==> config.mk <==
export PLATFORM = sky130hd
export DESIGN_NAME = game_tick_scheduler
export DESIGN_NICKNAME = d
export VERILOG_FILES = /design/src/rtl/game_tick_scheduler.sv
export SDC_FILE = /design/constraint.sdc
export NUM_CORES = 1
export LEC_CHECK = 0
export ABC_AREA = 1
export CORE_MARGIN = 8
export CORE_UTILIZATION = 62
export CTS_CLUSTER_DIAMETER = 150
export DETAILED_ROUTE_END_ITERATION = 12
export GPL_TIMING_DRIVEN = 0
export HOLD_SLACK_MARGIN = 0.08
export PLACE_DENSITY = 0.95
export RECOVER_POWER = 50
export SYNTH_ARGS = -nofsm -noshare
export SYNTH_HDL_FRONTEND = slang
export SYNTH_SLANG_ARGS = --single-unit
==> constraint.sdc <==
create_clock -name CLOCK -period 4.27 [get_ports CLOCK]
set_input_delay 0.854 -clock CLOCK [delete_from_list [all_inputs] [get_ports CLOCK]]
set_output_delay 0.854 -clock CLOCK [all_outputs]
set_load 0.03 [all_outputs]
==> src/rtl/game_tick_scheduler.sv <==
`default_nettype none
// ============================================================================
// Module  : game_tick_scheduler
// Brief   : Prescaled 20 kHz / 1 kHz strobes plus a level-paced game STEP gated
//           by an IDLE/RUN/PAUSE/OVER state machine with a level handshake.
// Revision: 1.0
// ============================================================================
module game_tick_scheduler #(
    parameter int FAST_DIV  = 5000,
    parameter int KHZ_DIV   = 20,
    parameter int STEP_BASE = 400,
    parameter int STEP_DEC  = 40,
    parameter int MAX_LEVEL = 7
) (
    input  logic       CLOCK,
    input  logic       RESET,
    input  logic       START,
    input  logic       PAUSE_TOGGLE,
    input  logic       GAME_OVER,
    input  logic [2:0] LEVEL_REQ,
    input  logic       LEVEL_REQ_VALID,
    output logic       LEVEL_ACK,
    output logic [2:0] LEVEL,
    output logic       CE_20K,
    output logic       CE_1K,
    output logic       STEP,
    output logic       RUNNING,
    output logic       PAUSED,
    output logic       OVER
);

    localparam int c_FAST_W = (FAST_DIV  > 1) ? $clog2(FAST_DIV)  : 1;
    localparam int c_KHZ_W  = (KHZ_DIV   > 1) ? $clog2(KHZ_DIV)   : 1;
    localparam int c_STEP_W = (STEP_BASE > 1) ? $clog2(STEP_BASE) : 1;

    typedef enum logic [1:0] {
        ST_IDLE  = 2'd0,
        ST_RUN   = 2'd1,
        ST_PAUSE = 2'd2,
        ST_OVER  = 2'd3
    } state_t;

    state_t                r_state;
    logic [c_FAST_W-1:0]   r_fast_cnt;
    logic [c_KHZ_W-1:0]    r_khz_cnt;
    logic [c_STEP_W-1:0]   r_step_cnt;
    logic [2:0]            r_level;
    logic                  r_ack;

    logic                  w_ce_20k;
    logic                  w_ce_1k;
    logic [c_STEP_W-1:0]   w_period_m1;
    logic                  w_leave_run;
    logic                  w_step;
    logic                  w_accept;
    logic [2:0]            w_req_clamped;

    assign w_ce_20k      = (r_fast_cnt == c_FAST_W'(FAST_DIV - 1));
    assign w_ce_1k       = w_ce_20k && (r_khz_cnt == c_KHZ_W'(KHZ_DIV - 1));
    assign w_period_m1   = c_STEP_W'(STEP_BASE - 1 - int'(r_level) * STEP_DEC);
    // A step that coincides with leaving RUN is swallowed, never emitted.
    assign w_leave_run   = (r_state == ST_RUN) && (GAME_OVER || PAUSE_TOGGLE);
    assign w_step        = (r_state == ST_RUN) && w_ce_1k &&
                           (r_step_cnt == w_period_m1) && !w_leave_run;
    // Blocking acceptance during the ACK cycle avoids double-accepting a requester.
    assign w_accept      = LEVEL_REQ_VALID && !r_ack &&
                           ((r_state != ST_RUN) || w_step);
    assign w_req_clamped = (LEVEL_REQ > 3'(MAX_LEVEL)) ? 3'(MAX_LEVEL) : LEVEL_REQ;

    always_ff @(posedge CLOCK or posedge RESET) begin
        if (RESET) begin
            r_state    <= ST_IDLE;
            r_fast_cnt <= '0;
            r_khz_cnt  <= '0;
            r_step_cnt <= '0;
            r_level    <= '0;
            r_ack      <= 1'b0;
        end else begin
            if (w_ce_20k) begin
                r_fast_cnt <= '0;
                if (r_khz_cnt == c_KHZ_W'(KHZ_DIV - 1)) begin
                    r_khz_cnt <= '0;
                end else begin
                    r_khz_cnt <= r_khz_cnt + c_KHZ_W'(1);
                end
            end else begin
                r_fast_cnt <= r_fast_cnt + c_FAST_W'(1);
            end

            case (r_state)
                ST_IDLE: begin
                    if (START) begin
                        r_state    <= ST_RUN;
                        r_step_cnt <= '0;
                    end
                end
                ST_RUN: begin
                    if (GAME_OVER) begin
                        r_state <= ST_OVER;
                    end else if (PAUSE_TOGGLE) begin
                        r_state <= ST_PAUSE;
                    end else if (w_ce_1k) begin
                        r_step_cnt <= w_step ? '0 : r_step_cnt + c_STEP_W'(1);
                    end
                end
                ST_PAUSE: begin
                    if (GAME_OVER) begin
                        r_state <= ST_OVER;
                    end else if (PAUSE_TOGGLE) begin
                        r_state <= ST_RUN;
                    end
                end
                ST_OVER: begin
                    if (!GAME_OVER && START) begin
                        r_state    <= ST_RUN;
                        r_step_cnt <= '0;
                    end
                end
                default: r_state <= ST_IDLE;
            endcase

            r_ack <= w_accept;
            if (w_accept) begin
                r_level <= w_req_clamped;
            end
        end
    end

    assign LEVEL_ACK = r_ack;
    assign LEVEL     = r_level;
    assign CE_20K    = w_ce_20k;
    assign CE_1K     = w_ce_1k;
    assign STEP      = w_step;
    assign RUNNING   = (r_state == ST_RUN);
    assign PAUSED    = (r_state == ST_PAUSE);
    assign OVER      = (r_state == ST_OVER);

endmodule
`default_nettype wire

==> results.md <==
* Worst Setup Start Kind: input pin
* Highest-count cells in the layout ignoring fill and taps: nand2_1, inv_1, nor2_1
* Initial antenna violation count at 0
* Max Cap Violations at 0
* I/O pins at 19
* Resized cells post-CTS at 0
* Hold Path Depth at 1
* Crit path cell chain: clkdlybuf4s50_1, nor2_4, inv_1, nor2_1, nand3_1, nor3_1, nand2_1, nor2_1, clkdlybuf4s50_1
* Critical Path Max Stage Delay at 0.67 ns
* Post-route DRC at 0
* Antenna cells at 0
* Worst reg2reg path depth at 13
* # Post-CTS Setup Buffers at 0
* CP Data Arrival Time at 2.86 ns
* PD cells at 455 nW/µm²
* Die Span Y at 75.8 µm
* CP max FO at 4
* Seq/Total Area, Yosys at 0.373
* Input/output buffers at 18
* Clk_skew at 0.00918 ns
* Distinct cells, synth at 29
* RSZ-0062 raised after global routing: false
* Detailed Routing Iterations Pass 1 at 4
* Worst vdd ir at 335 µV
* Final Max Tran Viols at 0
* #FFs+latches synth at 33
* Crit path time final at 3.72 ns
* Placer Congestion at 0.892
* Largest net degree at the start of global routing at 34
* Setup TNS at 0 ns
* WHS Endpoint: r_fast_cnt[12]
* R2R Path Start: LEVEL[0]
* CTS tree: built
* Wire per inst at 11.7 µm
* WP data required at 3.42 ns
* Core ar. at 3390 µm²
* Layout cells sized above 1 at 0.0909
* Synth warn at 0
* Reg area at 826 µm²
* Hold Vio Cnt, Final at 0
* R2r setup slk at 2.07 ns
* Worst Tran Pin Value at 1.05 ns
* P_leak at 1.33 nW
* Routed Wire Length at 4380 µm
* Die area at 5740 µm²
* Vias at 1928
* CP Class: input pin to output pin
* Multi-input logic area at 1160 µm²
* CTS sink count at 33
* Syn Inst Count at 303
* Num rows at 21
* Synth Cell Area at 2220 µm²
* Via/cell ratio at 5.13
* Synth Net Count at 326
* Area growth syn-to-layout at 13.7%
* GR Util All Layers at 0.168
* Fin crit share at 0.870
* CTS root buffer: clkbuf_4
* Hold Crit Class: flop to flop
* Highest clock rate at 269 MHz
* Critical Path End Type: output pin
* Chip width at 75.8 µm
* Slew headroom at 0.299
* Clk Latency, worst-skew pair at 0.35 ns
* Min-delay src: r_fast_cnt[12]
* Worst Hold Margin at 0.509 ns
* Num CTS Buffers at 5
* Vias in the first global route at 1787
* Post-cts hold buffer count at 0
* Grt total ovfl at 0
* Post-route ant nets at 0
* First-pass GRT wire length at 7450 µm
* Iter 0 DRT Violations at 114
* Average size of a mapped cell at 7.31 µm²
* Starting Density at 0.654
* # H-tree levels at 2
* Critical-path top delay cell: clkdlybuf4s50_1
* FF-to-FF End: r_step_cnt[4]
* Clock-pin slew on the worst setup and hold paths at 0.10 ns
* Outcome: completed
* # nets final at 352
* Clock Tree Buf Depth at 2
* HPWL after detailed placement at 3300 µm
* Most common cell after layout, fill and taps aside: nand2_1
* Total power at 1.15 mW
* Fill count at 243
* # setup viols final at 0
==> per-layer routing <==
metal,vias to the layer above,wire length [µm],GRT usage
met1,883,2000,0.199
met4,0,74,0.0746
li1,998,-,-
met2,37,2090,0.282
met3,10,218,0.0368
met5,-,0,0
==> logic make-up (layout without fill, tap and decap cells) <==
family	count (synthesis)	count (layout)	synth area share
AND/OR/NAND/NOR	168	168	0.347
buffers and inverters	58	85	0.102
flip-flops	33	33	0.373
AO/OA/AOI/OAI	21	21	0.0576
adder cells (fa/ha/maj)	14	14	0.0858
XOR/XNOR	9	9	0.0356
==> cell usage after synthesis <==
cell type | number | share of area
nand2_1 | 74 | 0.13
inv_1 | 50 | 0.085
nor2_1 | 35 | 0.059
dfrtp_1 | 33 | 0.37
nand3_1 | 21 | 0.047
ha_1 | 12 | 0.068
nor3_1 | 11 | 0.025
nand4_1 | 8 | 0.023
o21ai_0 | 8 | 0.018
nand2_2 | 7 | 0.020
xor2_1 | 7 | 0.028
a21oi_1 | 6 | 0.014
inv_2 | 5 | 0.0085
nor2_2 | 4 | 0.011
or2_2 | 3 | 0.0085
clkinv_1 | 2 | 0.0034
fa_1 | 2 | 0.018
nor2_4 | 2 | 0.010
o21a_1 | 2 | 0.0068
xnor2_1 | 2 | 0.0079
a211oi_1 | 1 | 0.0034
a21oi_4 | 1 | 0.0073
a31oi_1 | 1 | 0.0028
buf_6 | 1 | 0.0051
nand3_2 | 1 | 0.0045
nand3b_1 | 1 | 0.0034
nand4_4 | 1 | 0.0096
o21ai_1 | 1 | 0.0023
o31ai_1 | 1 | 0.0034
==> worst max-delay path: cells and delay by family <==
family                 cells  cell delay [ns]
buffers and inverters      3             1.24
and+or+nand+nor            6             0.77
==> through the flow <==
step                      setup WS [ns]  utilization  area (µm²)  std cells
after floorplan                    1.36            -        2220        303
after global placement            0.587        0.724        2450        367
after detailed placement          0.547        0.724        2450        367
after CTS                         0.538        0.745        2520        375
after global routing              0.404        0.743        2520        376
final                             0.555        0.743        2520        376
==> registers in the layout, indices dropped and copies added, names as in the netlist <==
| register | flops |
|---|---|
| r_fast_cnt | 13 |
| r_step_cnt | 9 |
| r_khz_cnt | 5 |
| LEVEL | 3 |
| r_state | 2 |
| LEVEL_ACK | 1 |
==> final cells by class <==
class                           instances  area share
Buffer                                  1     0.00447
Clock buffer                            7      0.0258
Clock inverter                          1     0.00199
Inverter                               57      0.0849
Multi-Input combinational cell        212       0.459
Sequential cell                        33       0.328
Tap cell                               46      0.0228
Timing Repair Buffer                   19      0.0730
==> where the power goes <==
group	switching (mW)	internal, mW	leakage (nW)
sequential	0.0487	0.350	0.436
clock	0.107	0.0953	0.0413
combinational	0.346	0.200	0.849
total	0.502	0.645	1.33
==> worst max-delay path by stage <==
stage / cells after the start / startpoint / to / slack (ns)
3_5_place_dp: 9 / GAME_OVER / STEP / 0.55
5_1_grt: 9 / GAME_OVER / STEP / 0.40
2_1_floorplan: 10 / LEVEL[0] / STEP / 1.36
6_report: 9 / GAME_OVER / STEP / 0.55
3_3_place_gp: 9 / GAME_OVER / STEP / 0.59
4_1_cts: 9 / GAME_OVER / STEP / 0.54
Power figures use the tool's default switching activity.
